[src/rtl/pc_sequencer_if.sv]
// rtl/pc_sequencer_if.sv - control/branch/table bundle for pc_sequencer (CALL_STACK_EN adds call/ret/stack_err)
interface pc_sequencer_if #(parameter int D = 10, parameter int N_ENT = 16);
   localparam int IW = $clog2(N_ENT);

   logic          start;
   logic          stall;
   logic          halt_req;
   logic          br_taken;
   logic          br_rel;
   logic [IW-1:0] br_idx;
   logic          tbl_we;
   logic [IW-1:0] tbl_waddr;
   logic [D-1:0]  tbl_wdata;
   logic [D-1:0]  prog_pc;
   logic          running;
   logic          done;
`ifdef CALL_STACK_EN
   logic          call;
   logic          ret;
   logic          stack_err;

   modport master (output start, stall, halt_req, br_taken, br_rel, br_idx,
                   output tbl_we, tbl_waddr, tbl_wdata, call, ret,
                   input  prog_pc, running, done, stack_err);
   modport slave  (input  start, stall, halt_req, br_taken, br_rel, br_idx,
                   input  tbl_we, tbl_waddr, tbl_wdata, call, ret,
                   output prog_pc, running, done, stack_err);
`else
   modport master (output start, stall, halt_req, br_taken, br_rel, br_idx,
                   output tbl_we, tbl_waddr, tbl_wdata,
                   input  prog_pc, running, done);
   modport slave  (input  start, stall, halt_req, br_taken, br_rel, br_idx,
                   input  tbl_we, tbl_waddr, tbl_wdata,
                   output prog_pc, running, done);
`endif
endinterface

[src/rtl/pc_sequencer.sv]
// rtl/pc_sequencer.sv - program counter sequencer with jump table; optional return stack via CALL_STACK_EN
module pc_sequencer #(
   parameter int D     = 10,
   parameter int N_ENT = 16
) (
   input logic           clk,
   input logic           reset,
   pc_sequencer_if.slave bus
);
   typedef enum logic [1:0] {IDLE, RUN, HALT} state_t;

   state_t       state, state_nxt;
   logic [D-1:0] pc, pc_nxt;
   logic [D-1:0] tbl [N_ENT];
   logic [D-1:0] tbl_rd;
   logic         running_q, done_q;

   // Branches see the entry as it was before any same-edge write.
   assign tbl_rd = tbl[bus.br_idx];

`ifdef CALL_STACK_EN
   logic [D-1:0] stk [4];
   logic [1:0]   sp;      // next push slot; when full it points at the oldest entry
   logic [2:0]   cnt;
   logic         push, pop, clr_stk, err_set, stack_err_q;
`endif

   // Next-state and next-PC selection, stall > halt > (ret > call >) branch > increment.
   always_comb begin
      state_nxt = state;
      pc_nxt    = pc;
`ifdef CALL_STACK_EN
      push    = 1'b0;
      pop     = 1'b0;
      clr_stk = 1'b0;
      err_set = 1'b0;
`endif
      case (state)
         IDLE: begin
            pc_nxt = '0;
            if (bus.start) state_nxt = RUN;
         end
         RUN: begin
            if (!bus.stall) begin
               if (bus.halt_req) begin
                  state_nxt = HALT;
               end
`ifdef CALL_STACK_EN
               else if (bus.ret) begin
                  pop = 1'b1;
                  if (cnt == 3'd0) begin
                     pc_nxt  = pc + D'(1);
                     err_set = 1'b1;
                  end else begin
                     pc_nxt = stk[sp - 2'd1];
                  end
               end else if (bus.call) begin
                  push    = 1'b1;
                  err_set = (cnt == 3'd4);
                  pc_nxt  = tbl_rd;
               end
`endif
               else if (bus.br_taken) begin
                  pc_nxt = bus.br_rel ? pc + tbl_rd : tbl_rd;
               end else begin
                  pc_nxt = pc + D'(1);
               end
            end
         end
         HALT: begin
            if (bus.start) begin
               state_nxt = RUN;
               pc_nxt    = '0;
`ifdef CALL_STACK_EN
               clr_stk   = 1'b1;
`endif
            end
         end
         default: begin
            state_nxt = IDLE;
            pc_nxt    = '0;
         end
      endcase
   end

   // State, PC and registered state decodes.
   always_ff @(posedge clk) begin
      if (reset) begin
         state     <= IDLE;
         pc        <= '0;
         running_q <= 1'b0;
         done_q    <= 1'b0;
      end else begin
         state     <= state_nxt;
         pc        <= pc_nxt;
         running_q <= (state_nxt == RUN);
         done_q    <= (state_nxt == HALT);
      end
   end

   // Jump table: cleared by reset, written in any state otherwise.
   always_ff @(posedge clk) begin
      if (reset) begin
         for (int i = 0; i < N_ENT; i++) tbl[i] <= '0;
      end else if (bus.tbl_we) begin
         tbl[bus.tbl_waddr] <= bus.tbl_wdata;
      end
   end

`ifdef CALL_STACK_EN
   // Circular return stack; overflow overwrites the oldest entry, errors are sticky.
   always_ff @(posedge clk) begin
      if (reset) begin
         sp          <= '0;
         cnt         <= '0;
         stack_err_q <= 1'b0;
         for (int i = 0; i < 4; i++) stk[i] <= '0;
      end else begin
         if (err_set) stack_err_q <= 1'b1;
         if (clr_stk) begin
            sp  <= '0;
            cnt <= '0;
         end else if (push) begin
            stk[sp] <= pc + D'(1);
            sp      <= sp + 2'd1;
            if (cnt != 3'd4) cnt <= cnt + 3'd1;
         end else if (pop && cnt != 3'd0) begin
            sp  <= sp - 2'd1;
            cnt <= cnt - 3'd1;
         end
      end
   end

   assign bus.stack_err = stack_err_q;
`endif

   assign bus.prog_pc = pc;
   assign bus.running = running_q;
   assign bus.done    = done_q;
endmodule

[src/flat_wrapper.sv]
// flat-port wrapper written by rule: the top's interface ports become plain ports
module pc_sequencer_flat 
#(
   parameter int D     = 10,
   parameter int N_ENT = 16
)
  (clk, reset, bus_start, bus_stall, bus_halt_req, bus_br_taken, bus_br_rel, bus_br_idx, bus_tbl_we, bus_tbl_waddr, bus_tbl_wdata, bus_prog_pc, bus_running, bus_done);
  pc_sequencer_if #(.D(D), .N_ENT(N_ENT)) bus_i ();
  input logic clk;
  input logic reset;
  input wire logic [$bits(bus_i.start)-1:0] bus_start;
  input wire logic [$bits(bus_i.stall)-1:0] bus_stall;
  input wire logic [$bits(bus_i.halt_req)-1:0] bus_halt_req;
  input wire logic [$bits(bus_i.br_taken)-1:0] bus_br_taken;
  input wire logic [$bits(bus_i.br_rel)-1:0] bus_br_rel;
  input wire logic [$bits(bus_i.br_idx)-1:0] bus_br_idx;
  input wire logic [$bits(bus_i.tbl_we)-1:0] bus_tbl_we;
  input wire logic [$bits(bus_i.tbl_waddr)-1:0] bus_tbl_waddr;
  input wire logic [$bits(bus_i.tbl_wdata)-1:0] bus_tbl_wdata;
  output wire logic [$bits(bus_i.prog_pc)-1:0] bus_prog_pc;
  output wire logic [$bits(bus_i.running)-1:0] bus_running;
  output wire logic [$bits(bus_i.done)-1:0] bus_done;
  assign bus_i.start = bus_start;
  assign bus_i.stall = bus_stall;
  assign bus_i.halt_req = bus_halt_req;
  assign bus_i.br_taken = bus_br_taken;
  assign bus_i.br_rel = bus_br_rel;
  assign bus_i.br_idx = bus_br_idx;
  assign bus_i.tbl_we = bus_tbl_we;
  assign bus_i.tbl_waddr = bus_tbl_waddr;
  assign bus_i.tbl_wdata = bus_tbl_wdata;
  assign bus_prog_pc = bus_i.prog_pc;
  assign bus_running = bus_i.running;
  assign bus_done = bus_i.done;
  pc_sequencer #(.D(D), .N_ENT(N_ENT)) u_core (.clk(clk), .reset(reset), .bus(bus_i));
endmodule
[config.mk]
export PLATFORM = sky130hd
export DESIGN_NAME = pc_sequencer_flat
export DESIGN_NICKNAME = d
export VERILOG_FILES = /design/src/rtl/pc_sequencer_if.sv /design/src/rtl/pc_sequencer.sv /design/src/flat_wrapper.sv
export SDC_FILE = /design/constraint.sdc
export NUM_CORES = 1
export LEC_CHECK = 0
export ABC_AREA = 1
export ABC_CLOCK_PERIOD_IN_PS = 2650
export BUFFER_PORTS_ARGS = -buffer_cell sky130_fd_sc_hd__buf_2
export CORE_AREA = 5 5 109 162
export CTS_BUF_LIST = sky130_fd_sc_hd__clkbuf_4 sky130_fd_sc_hd__clkbuf_8
export DETAILED_ROUTE_END_ITERATION = 12
export DIE_AREA = 0 0 114 167
export GPL_ROUTABILITY_DRIVEN = 0
export GPL_TIMING_DRIVEN = 0
export PLACE_DENSITY = 0.74
export SLEW_MARGIN = 20
export SYNTH_ARGS = -nofsm -noshare
export SYNTH_HDL_FRONTEND = slang
export SYNTH_SLANG_ARGS = --single-unit
[constraint.sdc]
create_clock -name clk -period 2.65 [get_ports clk]
set_input_delay 0.53 -clock clk [delete_from_list [all_inputs] [get_ports clk]]
set_output_delay 0.53 -clock clk [all_outputs]
set_load 0.05 [all_outputs]
==> results.tsv, run 1 <==
stage	metric	value	unit
global_routing	All-Layer GR Usage	26.9	%
timing	final hold vios	0	
detailed_routing	TritonRoute pass-1 iters	6	
yosys	Synth warnings	0	
clocking	CTS sink count	174	
cells_and_area	design area	9810	sq um
global_routing	global-route wire length before repair	38200	um
clocking	register clock-pin slew on the reported worst setup and hold paths	0.11	ns
cells_and_area	Fillers	1361	
floorplanning	Die X	114	um
setup_path	CP max stage delay	0.36	ns
timing	RSZ-0062 raised after global routing	true	
global_routing	largest net degree at the start of global routing	20	
power_and_ir_drop	Power per Cell Area	596	nW/um^2
flow_run	Max Cap Viol	0	
power_and_ir_drop	VDD IR max	349	uV
hold_path	depth of the worst hold-timing path	2	
clocking	cts bufs inserted	17	
hold_path	Worst Hold Launch	reset	
detailed_routing	DRC	0	
clocking	clock latency at the later pin of the worst-skew pair	0.47	ns
yosys	#FFs+latches synth	174	
setup_path	CP most frequent cell	nand2_1	
setup_path	R2R Path Start	u_core.tbl[13][0]	
hold_path	Hold Path Class	input port to register	
timing	Layout Skew	0.0203	ns
clocking	Post-CTS Hold Buffers	0	
yosys	Post-Synth Adder-Cell Area	1.68	%
global_routing	gr ovfl total	0	
yosys	ys async rst share	0	%
setup_path	reg-to-reg endpoint	u_core.bus.prog_pc[8]	
setup_path	CP Buf/Inv Count	3	
clocking	CTS tree	built	
timing	relative slew slack	48.4	%
yosys	Post-Synthesis Cell Area	8650	sq um
detailed_routing	ANT nets after route	0	
detailed_routing	via count	7201	
setup_path	crit path DAT	2.99	ns
global_routing	vias in the first global route	7076	
yosys	Netlist cell types	30	
cells_and_area	diode count	0	
yosys	Synth Area in Compound Gates	10.1	%
setup_path	Largest delay share family, worst path	simple AND/OR/NAND/NOR gates	
placement	total placed instance area	9100	sq um
setup_path	Reg2Reg Setup Slack	0.07	ns
floorplanning	starting density of the core	53.9	%
global_routing	initial antenna violation count	0	
yosys	register area share after synthesis	58.8	%
floorplanning	num rows	57	
cells_and_area	Layout Area Growth over Synthesis	13.4	%
global_routing	M3 GR Usage	4.86	%
detailed_routing	DR vias/cell	5.86	
yosys	multiplexer share of the synthesized area	0	%
timing	Fin Setup TNS	0	ns
setup_path	CP Data Required Time	3.00	ns
timing	Min Hold Slack	0.281	ns
setup_path	crit path max fanout	10	
hold_path	Min-Delay Endpoint	u_core.bus.prog_pc[9]	
timing	Final Max Slew Viols	0	
placement	PortBufs	36	
global_routing	GR Layer Usage met1	29.9	%
outcome	status	complete, no violations	
cells_and_area	Final #Nets	1046	
timing	Finish-stage setup viols	0	
detailed_routing	average routed wire per standard cell	20.8	um
yosys	largest family of logic cells by synthesized area	simple AND/OR/NAND/NOR gates	
setup_path	Slowest cell on crit path	fa_2	
timing	Tcrit/Tclk final	99.3	%
clocking	root cell of the clock tree	clkbuf_8	
timing	crit path time final	2.63	ns
timing	FMAX	380	MHz
placement	DP HPWL	18000	um
yosys	xor/xnor cell area share of the yosys netlist	0.304	%
global_routing	gr busiest metal	met2	
clocking	H-Tree Depth	4	
yosys	simple logic cell fraction of the synthesized area	22.1	%
floorplanning	DIE AREA	19000	sq um
floorplanning	Die Y	167	um
detailed_routing	DR iter-0 viols	918	
setup_path	type of origin of the critical path	input port	
power_and_ir_drop	Overall Power	0.00585	W
yosys	syn_area_per_cell	9.15	sq um
yosys	Cells after Synth	945	
power_and_ir_drop	leak pwr	3.86	nW
floorplanning	# IOs	38	
yosys	EDFF count, synth	160	
yosys	Post-synth top flop	edfxtp_1	
floorplanning	core area	16000	sq um
global_routing	met2 track demand over resource	47.5	%
setup_path	Worst Setup Path Type	input port to register	
setup_path	critical path endpoint category	register	
setup_path	critical-path cell list	buf_12 -> buf_2 -> o21ai_2 -> o211ai_1 -> nand3_2 -> nand2_2 -> ha_4 -> inv_4 -> fa_2 -> nand3b_1 -> nand2_2 -> nand4_1 -> nand2_1 -> nand2_1 -> nand3_1 -> nand3_1 -> nand2_1 -> a21oi_2	
cells_and_area	layout cells sized above 1	15.4	%
timing	worst-margin pin slew	0.768	ns
detailed_routing	Routed WL	25500	um
yosys	post-synthesis net count	982	
clocking	Max Buffers Root-to-Sink	2	
setup_path	Reg2Reg Depth	18	
-- state kept, by name, summed over array words and instances, names as in the netlist --
signal,flops
u_core.state,2
u_core.bus.done,1
u_core.bus.prog_pc,10
u_core.tbl,160
u_core.bus.running,1
-- worst max-delay path by stage --
stage / cells after the start / start / end
final: 18 / bus_br_idx[0] / u_core.bus.prog_pc[8]
after global routing: 18 / bus_br_idx[0] / u_core.bus.prog_pc[8]
after CTS: 16 / bus_br_idx[2] / u_core.bus.prog_pc[9]
after detailed placement: 20 / bus_br_idx[1] / u_core.bus.prog_pc[8]
after global placement: 20 / bus_br_idx[1] / u_core.bus.prog_pc[8]
after floorplan: 21 / bus_br_idx[0] / u_core.bus.prog_pc[8]
-- cells in the mapped netlist, types with 2 or more instances --
cell type / n / area (sq um)
a21oi_1: 27 / 135
a21oi_2: 3 / 26.3
buf_2: 21 / 105
buf_4: 9 / 67.6
buf_6: 10 / 113
clkbuf_1: 18 / 67.6
clkbuf_2: 2 / 10.0
clkinv_1: 3 / 11.3
dfxtp_1: 14 / 280
edfxtp_1: 160 / 4800
ha_1: 10 / 125
inv_1: 57 / 214
nand2_1: 135 / 507
nand3_1: 46 / 230
nand3b_1: 5 / 37.5
nand4_1: 3 / 18.8
nor2_1: 284 / 1070
nor3_1: 6 / 30.0
o211ai_1: 37 / 278
o21ai_0: 55 / 275
o21ai_1: 30 / 150
xnor2_1: 2 / 17.5
-- routing by layer --
| metal | vias to the layer above | share of wire (%) |
|---|---|---|
| met5 | - | 0 |
| li1 | 3295 | - |
| met3 | 105 | 8.1 |
| met1 | 3375 | 34 |
| met2 | 426 | 52 |
| met4 | 0 | 6.2 |
-- per-stage QoR --
step / worst slack, ns / instances / utilization [%]
floorplan: -0.0134 / 945 / -
global placement: -0.739 / 1187 / 56.7
detailed placement: -0.731 / 1187 / 56.7
CTS: 0.00931 / 1223 / 59.8
global route: -0.0705 / 1228 / 61.1
finish: 0.0179 / 1228 / 61.1
-- layout by cell type (no fill, tap or decap), types with 2 or more instances in the layout --
master,n
nor2_1,280
edfxtp_1,160
nand2_1,127
inv_1,56
buf_2,53
o21ai_0,52
nand3_1,43
o211ai_1,37
o21ai_1,31
a21oi_1,26
clkbuf_8,17
buf_4,16
clkbuf_1,14
dfxtp_1,14
nand2_2,9
buf_6,8
clkinv_8,7
buf_12,6
nor3_1,6
ha_4,6
clkbuf_2,5
nand3b_1,5
inv_6,5
a21oi_2,4
nor2_2,4
ha_1,4
nand3_2,3
clkinv_1,3
nand4_1,3
clkbuf_4,2
o21ai_2,2
xnor2_1,2
-- report_power, final --
| part | internal [W] | total (W) | switching [W] |
|---|---|---|---|
| sequential | 0.00314 | 0.00320 | 0.0000532 |
| clock | 0.000714 | 0.00188 | 0.00116 |
| combinational | 0.000243 | 0.000777 | 0.000534 |
-- layout make-up --
type | instances | area [sq um] | share of cell area (%)
tap | 206 | 258 | 2.63
inverter | 62 | 248 | 2.53
multi-input combinational | 649 | 3100 | 31.6
clock inverter | 15 | 174 | 1.77
clock buffer | 17 | 234 | 2.39
timing repair buffer | 45 | 297 | 3.02
buffer | 60 | 417 | 4.25
sequential | 174 | 5080 | 51.8
-- timing repair --
| action | CTS | global route |
|---|---|---|
| endpoints found under the setup margin | 4 | 6 |
| resized for setup | 13 | 41 |
| pin swaps | 6 | 13 |
| cloned | 0 | 1 |
| setup buffers | 4 | 4 |
-- kinds of logic after synthesis --
kind of cell	Yosys count
flip-flops	174
XOR/XNOR	3
buffers and inverters	122
adder cells (fa/ha/maj)	11
AND/OR/NAND/NOR	482
AO/OA/AOI/OAI	153
No activity file was read; power rests on OpenSTA's default activity.
==> run 2, diff against run 1 <==
--- a/config.mk
+++ b/config.mk
@@ -15,6 +15,7 @@
 export GPL_ROUTABILITY_DRIVEN = 0
 export GPL_TIMING_DRIVEN = 0
 export PLACE_DENSITY = 0.74
+export SETUP_SLACK_MARGIN = 0.1
 export SLEW_MARGIN = 20
 export SYNTH_ARGS = -nofsm -noshare
 export SYNTH_HDL_FRONTEND = slang
==> run 2 against run 1 <==
The flow now finishes with violations (setup timing). Flip-flop and latch count did not move. Register-to-register slack got worse by 0.04 ns. Sequential share of layout area shrank 0.86 points. Total power about the same. Clock skew down 0.0026 ns. First-iteration DRC count is 2.5% lower. Utilization up 1.0 points. Setup slack worse by 0.047 ns. Critical path depth up 2. Clock power is 3% lower. Combinational power up 6.8%. Die area unchanged. Critical endpoint unchanged. Largest power group unchanged.
==> results.tsv, run 2 (synthesized netlist as in run 1, its figures left out) <==
stage	metric	value	unit
power_and_ir_drop	Power per Cell Area	587	nW/um^2
flow_run	Max Cap Viol	0	
floorplanning	Die X	114	um
setup_path	type of origin of the critical path	input port	
timing	Layout Skew	0.0178	ns
global_routing	vias in the first global route	6973	
timing	Tcrit/Tclk final	101	%
global_routing	gr ovfl total	0	
floorplanning	starting density of the core	53.9	%
clocking	root cell of the clock tree	clkbuf_8	
outcome	failing checks	setup timing	
detailed_routing	via count	7264	
clocking	clock latency at the later pin of the worst-skew pair	0.48	ns
clocking	Max Buffers Root-to-Sink	2	
global_routing	All-Layer GR Usage	26.8	%
timing	relative slew slack	47.8	%
timing	Final WS setup	-0.0290	ns
placement	total placed instance area	9100	sq um
clocking	CTS tree	built	
setup_path	reg-to-reg endpoint	u_core.bus.prog_pc[8]	
cells_and_area	commonest non-fill, non-tap cell in the layout	nor2_1	
placement	PortBufs	36	
cells_and_area	diode count	0	
timing	worst-margin pin slew	0.783	ns
cells_and_area	number of flip-flops in the largest register	160	
timing	FMAX	373	MHz
detailed_routing	TritonRoute pass-1 iters	7	
detailed_routing	DRC	0	
clocking	H-Tree Depth	4	
floorplanning	Die Y	167	um
setup_path	Reg2Reg Depth	18	
setup_path	Critical Path End	u_core.bus.prog_pc[8]	
timing	Final Max Slew Viols	0	
cells_and_area	most frequent cells in the layout	nor2_1, edfxtp_1, nand2_1	
timing	Fin Setup TNS	-0.0290	ns
cells_and_area	design area	9970	sq um
setup_path	Reg2Reg Setup Slack	0.03	ns
global_routing	global-route wire length before repair	38000	um
timing	Finish-stage setup viols	1	
floorplanning	DIE AREA	19000	sq um
detailed_routing	ANT nets after route	0	
power_and_ir_drop	VDD IR max	357	uV
global_routing	initial antenna violation count	0	
floorplanning	# IOs	38	
power_and_ir_drop	Overall Power	0.00585	W
timing	Min Hold Slack	0.284	ns
timing	final hold vios	0	
timing	crit path time final	2.68	ns
floorplanning	num rows	57	
global_routing	largest net degree at the start of global routing	19	
clocking	cts bufs inserted	17	
setup_path	Critical path origin	bus_br_idx[1]	
floorplanning	core area	16000	sq um
detailed_routing	DR iter-0 viols	895	
setup_path	crit path DAT	3.03	ns
clocking	CTS sink count	174	
cells_and_area	Fillers	1310	
clocking	register clock-pin slew on the reported worst setup and hold paths	0.10	ns
cells_and_area	Final #Nets	1057	
cells_and_area	Top reg by flops	u_core.tbl	
setup_path	crit path max fanout	5	
cells_and_area	post-layout util	62.2	%
placement	DP HPWL	17800	um
setup_path	R2R Path Start	u_core.tbl[13][0]	
clocking	Post-CTS Hold Buffers	0	
hold_path	Hold Path Class	input port to register	
cells_and_area	layout cells sized above 1	18.4	%
setup_path	critical path endpoint category	register	
setup_path	CP Data Required Time	3.00	ns
detailed_routing	DR vias/cell	5.86	
detailed_routing	average routed wire per standard cell	20.7	um
timing	RSZ-0062 raised after global routing	true	
outcome	status	finished with violations	
cells_and_area	Layout Area Growth over Synthesis	15.4	%
detailed_routing	Routed WL	25700	um
power_and_ir_drop	leak pwr	3.92	nW
setup_path	Worst Setup Path Type	input port to register	
## run 2: cell types whose count changed in the layout (fill, tap and decap cells not counted), sizes merged
cell | before | now
buf | 83 | 94
clkinv | 12 | 11
clkinvlp | 1 | 0
inv | 64 | 66
## run 2: routing by layer
| metal | GRT usage, % | vias up | wire length, um |
|---|---|---|---|
| li1 | - | 3319 | - |
| met1 | 30.2 | 3370 | 8610 |
| met2 | 46.6 | 455 | 13000 |
| met3 | 3.92 | 120 | 2090 |
| met4 | 17.4 | 0 | 2030 |
| met5 | 0 | - | 0 |
## run 2: worst min path at each step
stage / from / to / slack [ns] / cells past startpoint
finish: reset / u_core.bus.prog_pc[9] / 0.28 / 2
global route: reset / u_core.bus.prog_pc[9] / 0.28 / 2
CTS: reset / u_core.bus.prog_pc[9] / 0.28 / 2
detailed placement: u_core.bus.prog_pc[3] / u_core.bus.prog_pc[3] / 0.51 / 2
global placement: u_core.bus.prog_pc[6] / u_core.bus.prog_pc[6] / 0.50 / 2
floorplan: u_core.state[0] / u_core.bus.running / 0.50 / 3
## run 2: where the power goes
group          internal (W)  switching (W)
Sequential          0.00314      0.0000537
Clock              0.000698        0.00113
Combinational      0.000275       0.000555
Total               0.00412        0.00174
## run 2: layout make-up
| cell class | instances | area, sq um | area share [%] |
|---|---|---|---|
| sequential | 174 | 5080 | 51.0 |
| buffer | 60 | 427 | 4.28 |
| clock inverter | 15 | 144 | 1.44 |
| tap | 206 | 258 | 2.58 |
| timing repair buffer | 56 | 348 | 3.49 |
| inverter | 62 | 248 | 2.48 |
| multi-input combinational | 649 | 3230 | 32.4 |
| clock buffer | 17 | 234 | 2.35 |
## run 2: timing repair
action / in CTS / in global routing
pin swaps: 14 / 29
gates resized for setup: 27 / 56
gates cloned: 0 / 0
endpoints found under the setup margin: 6 / 8
buffers inserted: 14 / 6
## run 2: worst max-delay path: stages
cell and delay, ns:
buf_6 0.11, buf_12 0.13, buf_12 0.14, nor2_4 0.11
o21ai_2 0.08, o211ai_1 0.15, nand3_2 0.16, nand2_2 0.14
ha_4 0.16, inv_4 0.04, fa_2 0.36, nand3b_1 0.18
nand2_2 0.12, nand4_1 0.16, nand2_1 0.11, nand2_1 0.05
nand3_1 0.06, nand3_1 0.07, nand2_1 0.11, a21oi_2 0.05
## run 2: stage by stage
stage	worst slack, ns	cells
final	-0.0290	1239
after global routing	-0.146	1239
after CTS	0.0113	1233
after detailed placement	-0.758	1187
after global placement	-0.747	1187
after floorplan	-0.0134	945
==> run 3, diff against run 2 <==
--- a/config.mk
+++ b/config.mk
@@ -6,8 +6,7 @@
 export NUM_CORES = 1
 export LEC_CHECK = 0
 export ABC_AREA = 1
-export ABC_CLOCK_PERIOD_IN_PS = 2650
-export BUFFER_PORTS_ARGS = -buffer_cell sky130_fd_sc_hd__buf_2
+export BUFFER_PORTS_ARGS = -buffer_cell sky130_fd_sc_hd__buf_4
 export CORE_AREA = 5 5 109 162
 export CTS_BUF_LIST = sky130_fd_sc_hd__clkbuf_4 sky130_fd_sc_hd__clkbuf_8
 export DETAILED_ROUTE_END_ITERATION = 12
==> run 3 against run 2 <==
The flow still finishes with violations (setup timing). Fmax is 0.79% higher. Setup slack better by 0.021 ns. Combinational power is 2% lower. Global-route usage shrank 0.069 points. First-iteration DRC count is 6.6% lower. Critical endpoint is now u_core.bus.prog_pc[4]. Non-clock buffer count fell by 5. Sequential share of layout area about the same.
==> results.tsv, run 3 (synthesized netlist as in run 1, its figures left out) <==
stage	metric	value	unit
clocking	clock latency at the later pin of the worst-skew pair	0.47	ns
cells_and_area	most frequent cells in the layout	nor2_1, edfxtp_1, nand2_1	
hold_path	Hold Path Class	input port to register	
timing	relative slew slack	50.1	%
timing	FMAX	376	MHz
floorplanning	# IOs	38	
clocking	register clock-pin slew on the reported worst setup and hold paths	0.10	ns
setup_path	Largest delay share family, worst path	simple AND/OR/NAND/NOR gates	
floorplanning	num rows	57	
clocking	CTS tree	built	
timing	RSZ-0062 raised after global routing	true	
detailed_routing	DR vias/cell	5.78	
clocking	H-Tree Depth	4	
timing	Finish-stage setup viols	1	
detailed_routing	DRC	0	
detailed_routing	TritonRoute pass-1 iters	5	
cells_and_area	diode count	0	
cells_and_area	Top reg by flops	u_core.tbl	
timing	worst-margin pin slew	0.749	ns
timing	final hold vios	0	
global_routing	largest net degree at the start of global routing	19	
timing	Tcrit/Tclk final	100	%
setup_path	critical-path cell list	buf_8 -> buf_12 -> buf_12 -> nor2_4 -> o21ai_2 -> o211ai_1 -> nand3_1 -> nand2_2 -> ha_4 -> inv_4 -> fa_2 -> nand3b_1 -> nand2_2 -> buf_4 -> xnor2_1 -> o21ai_1 -> inv_1 -> nand2_1 -> nand2_1 -> a21oi_1	
timing	Min Hold Slack	0.256	ns
flow_run	Max Cap Viol	0	
global_routing	global-route wire length before repair	38000	um
placement	PortBufs	36	
setup_path	crit path DAT	2.99	ns
power_and_ir_drop	leak pwr	3.90	nW
timing	Layout Skew	0.0105	ns
placement	DP HPWL	17600	um
cells_and_area	layout cells sized above 1	17.2	%
floorplanning	core area	16000	sq um
global_routing	All-Layer GR Usage	26.8	%
outcome	failing checks	setup timing	
clocking	Post-CTS Hold Buffers	0	
setup_path	crit path max fanout	6	
clocking	cts bufs inserted	17	
timing	Fin Setup TNS	-0.00787	ns
detailed_routing	via count	7135	
cells_and_area	Final #Nets	1052	
setup_path	critical path endpoint category	register	
power_and_ir_drop	Power per Cell Area	583	nW/um^2
timing	Final WS setup	-0.00787	ns
global_routing	gr ovfl total	0	
placement	dpl ws	-0.730	ns
clocking	Max Buffers Root-to-Sink	2	
setup_path	CP max stage delay	0.34	ns
detailed_routing	ANT nets after route	0	
timing	Final Max Slew Viols	0	
floorplanning	Die Y	167	um
global_routing	initial antenna violation count	0	
detailed_routing	Routed WL	25300	um
setup_path	CP Buf/Inv Count	6	
floorplanning	DIE AREA	19000	sq um
cells_and_area	multi-input logic area	3180	sq um
cells_and_area	post-layout util	62.1	%
detailed_routing	average routed wire per standard cell	20.5	um
power_and_ir_drop	VDD IR max	267	uV
cells_and_area	commonest non-fill, non-tap cell in the layout	nor2_1	
cells_and_area	Layout Area Growth over Synthesis	15.3	%
global_routing	vias in the first global route	6893	
floorplanning	Die X	114	um
detailed_routing	DR iter-0 viols	836	
setup_path	CP Data Required Time	2.98	ns
setup_path	Worst Setup Path Type	input port to register	
clocking	CTS sink count	174	
cells_and_area	Fillers	1333	
clocking	root cell of the clock tree	clkbuf_8	
cells_and_area	register area	5080	sq um
setup_path	Slowest cell on crit path	fa_2	
floorplanning	starting density of the core	53.9	%
setup_path	type of origin of the critical path	input port	
outcome	status	finished with violations	
timing	crit path time final	2.66	ns
cells_and_area	number of flip-flops in the largest register	160	
## run 3: final timing paths
path,startpoint,end,slack [ns],cells past startpoint
hold reg to reg,u_core.bus.prog_pc[9],u_core.bus.prog_pc[9],0.54,2
setup reg to reg,u_core.tbl[13][0],u_core.bus.prog_pc[4],0.07,18
setup / recovery,bus_br_idx[1],u_core.bus.prog_pc[4],-0.008,20
hold / removal,reset,u_core.bus.prog_pc[9],0.26,2
## run 3: through the flow
stage	cell area (sq um)	cells	total power [W]
2_1_floorplan	8660	945	0.00370
4_1_cts	9740	1229	0.00573
3_3_place_gp	9190	1187	0.00394
6_report	9970	1234	0.00581
5_1_grt	9970	1234	0.00599
3_5_place_dp	9190	1187	0.00396
## run 3: worst reg2reg max path, stage by stage, from the launching register on
cell      delay [ns]
edfxtp_1        0.36
nor2_2          0.05
nor2_4          0.07
o21ai_2         0.08
o211ai_1        0.13
nand3_1         0.20
nand2_2         0.17
ha_4            0.16
inv_4           0.04
fa_2            0.34
nand3b_1        0.18
nand2_2         0.11
buf_4           0.12
xnor2_1         0.12
o21ai_1         0.09
inv_1           0.08
nand2_1         0.05
nand2_1         0.05
a21oi_1         0.06
## run 3: per-layer routing
layer  track usage (%)  wire [um]
met1              30.5       8620
met2              47.0      13000
met3              4.17       1950
met4              15.2       1700
met5                 0          0
## run 3: layout make-up
| type | count | share of cell area (%) |
|---|---|---|
| clock inverters | 15 | 1.48 |
| inverters | 62 | 2.44 |
| plain buffers | 60 | 4.18 |
| well taps | 206 | 2.59 |
| clock buffers | 17 | 2.35 |
| multi-input cells | 649 | 31.9 |
| flip-flops and latches | 174 | 51.0 |
| repair buffers | 51 | 4.08 |
## run 3: timing repair
item	4_1_cts	5_1_grt
pin swaps	8	19
setup buffers	10	5
setup endpoints to repair	6	11
gates resized for setup	20	50
cloned	0	0
hold endpoints to repair	0	0
## run 3: where the power goes
group / total [W] / leakage (nW) / switching [W] / internal (W)
Clock: 0.00181 / 0.189 / 0.00111 / 0.000697
Sequential: 0.00319 / 1.64 / 0.0000517 / 0.00314
Combinational: 0.000816 / 2.07 / 0.000544 / 0.000272
